$ cat config.mk
export PLATFORM = sky130hd
export DESIGN_NAME = sha256_compress_ctrl
export DESIGN_NICKNAME = d
export VERILOG_FILES = /design/src/rtl/sha256_pkg.sv /design/src/rtl/sha256_msg_sched.sv /design/src/rtl/sha256_compress_ctrl.sv
export SDC_FILE = /design/constraint.sdc
export NUM_CORES = 2
export LEC_CHECK = 0
export CAP_MARGIN = 5
export CORE_AREA = 4 4 369 371
export CTS_CLUSTER_DIAMETER = 30
export DETAILED_ROUTE_END_ITERATION = 12
export DIE_AREA = 0 0 373 375
export PLACE_DENSITY = 0.88
export SETUP_SLACK_MARGIN = 0.5
export SKIP_CTS_REPAIR_TIMING = 1
export SYNTH_ARGS = -nofsm -noshare
export SYNTH_HDL_FRONTEND = slang
export SYNTH_SLANG_ARGS = --single-unit
$ cat constraint.sdc
create_clock -name clk -period 54.9 [get_ports clk]
set_clock_uncertainty 0.2 [all_clocks]
set_input_delay 16.47 -clock clk [delete_from_list [all_inputs] [get_ports clk]]
set_output_delay 16.47 -clock clk [all_outputs]
set_load 0.005 [all_outputs]
$ cat src/rtl/sha256_pkg.sv
// Shared SHA-256 constants, engine state encoding and the FIPS 180-4 round functions.
package sha256_pkg;
   localparam int WORD_W = 32;
   localparam int ROUNDS = 64;

   typedef logic [WORD_W-1:0] word_t;
   typedef logic [0:7][WORD_W-1:0] hash_t;

   typedef enum logic [1:0] {
      IDLE  = 2'd0,
      ROUND = 2'd1,
      FINAL = 2'd2,
      DONE  = 2'd3
   } state_t;

   localparam hash_t IV = {
      32'h6a09e667, 32'hbb67ae85, 32'h3c6ef372, 32'ha54ff53a,
      32'h510e527f, 32'h9b05688c, 32'h1f83d9ab, 32'h5be0cd19
   };

   localparam logic [0:ROUNDS-1][WORD_W-1:0] K = {
      32'h428a2f98, 32'h71374491, 32'hb5c0fbcf, 32'he9b5dba5,
      32'h3956c25b, 32'h59f111f1, 32'h923f82a4, 32'hab1c5ed5,
      32'hd807aa98, 32'h12835b01, 32'h243185be, 32'h550c7dc3,
      32'h72be5d74, 32'h80deb1fe, 32'h9bdc06a7, 32'hc19bf174,
      32'he49b69c1, 32'hefbe4786, 32'h0fc19dc6, 32'h240ca1cc,
      32'h2de92c6f, 32'h4a7484aa, 32'h5cb0a9dc, 32'h76f988da,
      32'h983e5152, 32'ha831c66d, 32'hb00327c8, 32'hbf597fc7,
      32'hc6e00bf3, 32'hd5a79147, 32'h06ca6351, 32'h14292967,
      32'h27b70a85, 32'h2e1b2138, 32'h4d2c6dfc, 32'h53380d13,
      32'h650a7354, 32'h766a0abb, 32'h81c2c92e, 32'h92722c85,
      32'ha2bfe8a1, 32'ha81a664b, 32'hc24b8b70, 32'hc76c51a3,
      32'hd192e819, 32'hd6990624, 32'hf40e3585, 32'h106aa070,
      32'h19a4c116, 32'h1e376c08, 32'h2748774c, 32'h34b0bcb5,
      32'h391c0cb3, 32'h4ed8aa4a, 32'h5b9cca4f, 32'h682e6ff3,
      32'h748f82ee, 32'h78a5636f, 32'h84c87814, 32'h8cc70208,
      32'h90befffa, 32'ha4506ceb, 32'hbef9a3f7, 32'hc67178f2
   };

   function automatic word_t rotr(input word_t x, input int n);
      return (x >> n) | (x << (WORD_W - n));
   endfunction

   function automatic word_t e0(input word_t x);
      return rotr(x, 2) ^ rotr(x, 13) ^ rotr(x, 22);
   endfunction

   function automatic word_t e1(input word_t x);
      return rotr(x, 6) ^ rotr(x, 11) ^ rotr(x, 25);
   endfunction

   function automatic word_t s0(input word_t x);
      return rotr(x, 7) ^ rotr(x, 18) ^ (x >> 3);
   endfunction

   function automatic word_t s1(input word_t x);
      return rotr(x, 17) ^ rotr(x, 19) ^ (x >> 10);
   endfunction

   function automatic word_t ch(input word_t x, input word_t y, input word_t z);
      return (x & y) ^ (~x & z);
   endfunction

   function automatic word_t maj(input word_t x, input word_t y, input word_t z);
      return (x & y) ^ (x & z) ^ (y & z);
   endfunction
endpackage

$ cat src/rtl/sha256_msg_sched.sv
// 16-word message schedule window: parallel load of a block, then one shift and
// one new schedule word per round. W[0] is the word consumed by the current round.
module sha256_msg_sched
   import sha256_pkg::*;
(
   input  logic         clk,
   input  logic         rst,
   input  logic         load_i,
   input  logic [511:0] blk_i,
   input  logic         shift_i,
   output word_t        w0_o
);
   word_t w_q [16];
   word_t w_d [16];
   word_t w_new;

   assign w_new = s1(w_q[14]) + w_q[9] + s0(w_q[1]) + w_q[0];
   assign w0_o  = w_q[0];

   always_comb begin
      w_d = w_q;
      if (load_i) begin
         for (int i = 0; i < 16; i++) begin
            w_d[i] = blk_i[511 - 32*i -: 32];
         end
      end else if (shift_i) begin
         for (int i = 0; i < 15; i++) begin
            w_d[i] = w_q[i+1];
         end
         w_d[15] = w_new;
      end
   end

   always_ff @(posedge clk or posedge rst) begin
      if (rst) begin
         for (int i = 0; i < 16; i++) begin
            w_q[i] <= '0;
         end
      end else begin
         w_q <= w_d;
      end
   end
endmodule

$ cat src/rtl/sha256_compress_ctrl.sv
// SHA-256 compression engine: one round per clock, hash chained across blocks,
// digest presented straight from the H register on a valid/ready port.
module sha256_compress_ctrl
   import sha256_pkg::*;
(
   input  logic         clk,
   input  logic         rst,
   input  logic         blk_valid,
   output logic         blk_ready,
   input  logic [511:0] blk_data,
   input  logic         blk_first,
   output logic         dig_valid,
   input  logic         dig_ready,
   output logic [255:0] dig_data,
   output logic         busy
);
   localparam logic [5:0] R_LAST = 6'(ROUNDS - 1);

   state_t     state_q, state_d;
   logic [5:0] r_q, r_d;
   hash_t      h_q, h_d;
   hash_t      v_q, v_d;
   logic       accept;
   word_t      w0, t1, t2;

   assign accept = blk_valid && (state_q == IDLE);

   sha256_msg_sched u_sched (
      .clk     (clk),
      .rst     (rst),
      .load_i  (accept),
      .blk_i   (blk_data),
      .shift_i (state_q == ROUND),
      .w0_o    (w0)
   );

   // v_q holds a..h in index order 0..7
   assign t1 = v_q[7] + e1(v_q[4]) + ch(v_q[4], v_q[5], v_q[6]) + K[r_q] + w0;
   assign t2 = e0(v_q[0]) + maj(v_q[0], v_q[1], v_q[2]);

   always_comb begin
      state_d = state_q;
      r_d     = r_q;
      h_d     = h_q;
      v_d     = v_q;
      case (state_q)
         IDLE: begin
            if (blk_valid) begin
               state_d = ROUND;
               r_d     = '0;
               if (blk_first) h_d = IV;
               v_d = blk_first ? IV : h_q;
            end
         end
         ROUND: begin
            v_d = {t1 + t2, v_q[0], v_q[1], v_q[2], v_q[3] + t1, v_q[4], v_q[5], v_q[6]};
            if (r_q == R_LAST) state_d = FINAL;
            else               r_d     = r_q + 6'd1;
         end
         FINAL: begin
            for (int i = 0; i < 8; i++) begin
               h_d[i] = h_q[i] + v_q[i];
            end
            state_d = DONE;
         end
         DONE: begin
            if (dig_ready) state_d = IDLE;
         end
         default: state_d = IDLE;
      endcase
   end

   always_ff @(posedge clk or posedge rst) begin
      if (rst) begin
         state_q <= IDLE;
         r_q     <= '0;
         h_q     <= IV;
         v_q     <= '0;
      end else begin
         state_q <= state_d;
         r_q     <= r_d;
         h_q     <= h_d;
         v_q     <= v_d;
      end
   end

   assign blk_ready = (state_q == IDLE);
   assign dig_valid = (state_q == DONE);
   assign busy      = (state_q == ROUND) || (state_q == FINAL);
   assign dig_data  = h_q;
endmodule

==> flow_metrics.tcl <==
set metrics [dict create \
    status "complete, no violations" \
    final-hold-violation-count 0 \
    top_layer_used "met5" \
    cp_max_fo 142 \
    h-tree-depth 4 \
    final_layout_size_suffix_gt1_share_pct 8.03 \
    hpwlAfterDp_mm 232 \
    arrival_ps 21160 \
    yosys-top-cells-area "dfrtp_1 (31%), o21ai_0 (7.5%), mux2i_1 (7.1%), ha_1 (6.8%), fa_1 (5.4%)" \
    cap_violations 0 \
    rrSetupSlack_ps 44170 \
    drt-initial-drc-count 8717 \
    grt_overflow_total 0 \
    grt_pass1_wl_mm 454 \
    clock_sinks 1032 \
    ys_seq_elements 1032 \
    route.met2.wl_mm 133 \
    num-fill-cells 10000 \
    synthesis.nets 9290 \
    chipHeight_um 375 \
    clock_tree.buffer_depth 3 \
    fin_setup_tns_ps 0 \
    setup_viol 0 \
    grt_max_degree 338 \
    crit_type "in -> async" \
    first_pass_iters 8 \
    ys_warn_count 0 \
    nets 9829 \
    layout_common_cells "o21ai_0 (1088), nand2_1 (957), dfrtp_1 (894)" \
    pin_count 776 \
    track_usage_pct 43.5 \
    antenna_found_initial 42 \
    period_share_pct 37.4 \
    coreArea_um2 133000 \
    wl_per_cell_um 29.3 \
    syn_area_per_cell_um2 8.89 \
    cts_tree "yes" \
    rsz0062_at_grt "false" \
    synth_async_sr_flop_share_pct 100 \
    drt-total-wl_mm 315 \
    hold_class "reg -> reg" \
    drv_slew 0 \
    initial_core_util_pct 54.7 \
    synth_edf_count 0 \
    rows 134 \
    avgViaCountPerCell 6.48 \
    synth_ff_type "dfrtp_1" \
    wl_met1_mm 115 \
    gp_congestion 1.05 \
    clk_latency_ps 900 \
    synth.largest_area_cell "dfrtp_1" \
    cts-root-buf "clkbuf_16" \
    grt_pass1_vias 68000 \
    synth-seq-area-share_pct 35.7 \
    portBuffers 775 \
    min_period_ps 20510 \
    worst_pin_slew_ps 1310 \
    wl_met3_mm 36.1 \
    cts_buffers 231 \
    syn_inst 8181 \
    vias 69500 \
    worstPathRequired_ps 55560 \
    design.die.area_um2 140000 \
    area_growth_pct 23.5 \
    synth_top_area_share_pct 30.8 \
    die_x_um 373 \
    drcViolationCount 0 \
    ant_nets 0 \
    fmax_ghz 0.0488 \
    synth_cell_types 89 \
    syn_area_um2 72700 \
    crit_path_end_kind "async pin" \
    critPathLaunchType "primary input" \
    clk_pin_slew_ps 50 \
    layout_commonest_cell "o21ai_0" \
    slew_headroom_pct 11.8 \
]
==> logic make-up after synthesis <==
logic type	after synthesis	synth area share [%]
compound gates	2438	20.1
simple gates	2111	12.9
flops	1032	35.7
buf+inv	904	4.66
fa+ha+maj	595	12.2
mux	552	7.78
xor+xnor	549	6.65
==> layer usage <==
| layer | vias up | track usage (%) |
|---|---|---|
| li1 | 29900 | - |
| met1 | 33600 | 53.9 |
| met2 | 4707 | 64.0 |
| met3 | 1224 | 12.5 |
| met4 | 22 | 33.5 |
| met5 | - | 0 |
==> layout make-up <==
class	count	area [µm²]	share of cell area [%]
flip-flops and latches	1032	26000	28.9
repair buffers	850	8410	9.36
well taps	1768	2210	2.46
clock inverters	162	2180	2.43
inverters	360	1360	1.52
clock buffers	280	6170	6.87
diodes	29	72.6	0.0808
multi-input cells	6245	43400	48.3
==> worst max-delay path, stage by stage <==
cell	delay, ps
clkdlybuf4s50_1	490
inv_8	590
buf_4	940
buf_4	770
buf_12	480
buf_4	810
==> synthesized netlist by cell type (all sizes together) (53+ instances only) <==
library cell and n:
o21ai 1094, nand2 958, mux2i 517, inv 357, dfstp 136, dfrtp 896
xor2 182, ha 397, fa 195, xnor2 365, a221oi 80, o21a 66
nand3 89, nor3 87, a21oi 528, a21o 171, or3 127, clkbuf 493
nor2b 54, nand2b 55, o22ai 56, nor2 545, a31oi 53
==> state kept, by name (all words and copies together), names as in the netlist <==
signal / count
r_q: 6
u_sched.w_q: 480
state_q: 2
v_q: 256
u_sched.w0_o: 32
dig_data: 256
==> stage by stage <==
step,hold slack (ps),setup slack [ps],instance area [µm²],utilization [%],cells
after floorplan,275,9410,72700,-,8181
after global placement,311,33620,81400,61.2,10300
after detailed placement,319,33510,81400,61.2,10300
after CTS,321,34350,89800,67.5,10700
after global routing,350,33870,89800,67.6,10700
final,322,34390,89800,67.6,10700
==> path summary, 6_finish.rpt <==
kind | from | end | depth (start not counted)
setup / recovery | rst | v_q[161] | 6
hold / removal | u_sched.w_q[2] | u_sched.w_q[34] | 2
setup reg to reg | r_q[0] | v_q[247] | 36
hold reg to reg | u_sched.w_q[2] | u_sched.w_q[34] | 2
max in group clk | blk_valid | v_q[48] | 6
min in group asynchronous | rst | v_q[13] | 2
Power is not shown: default switching activity piles up to over one toggle a cycle in this logic, so the estimate is an artifact.
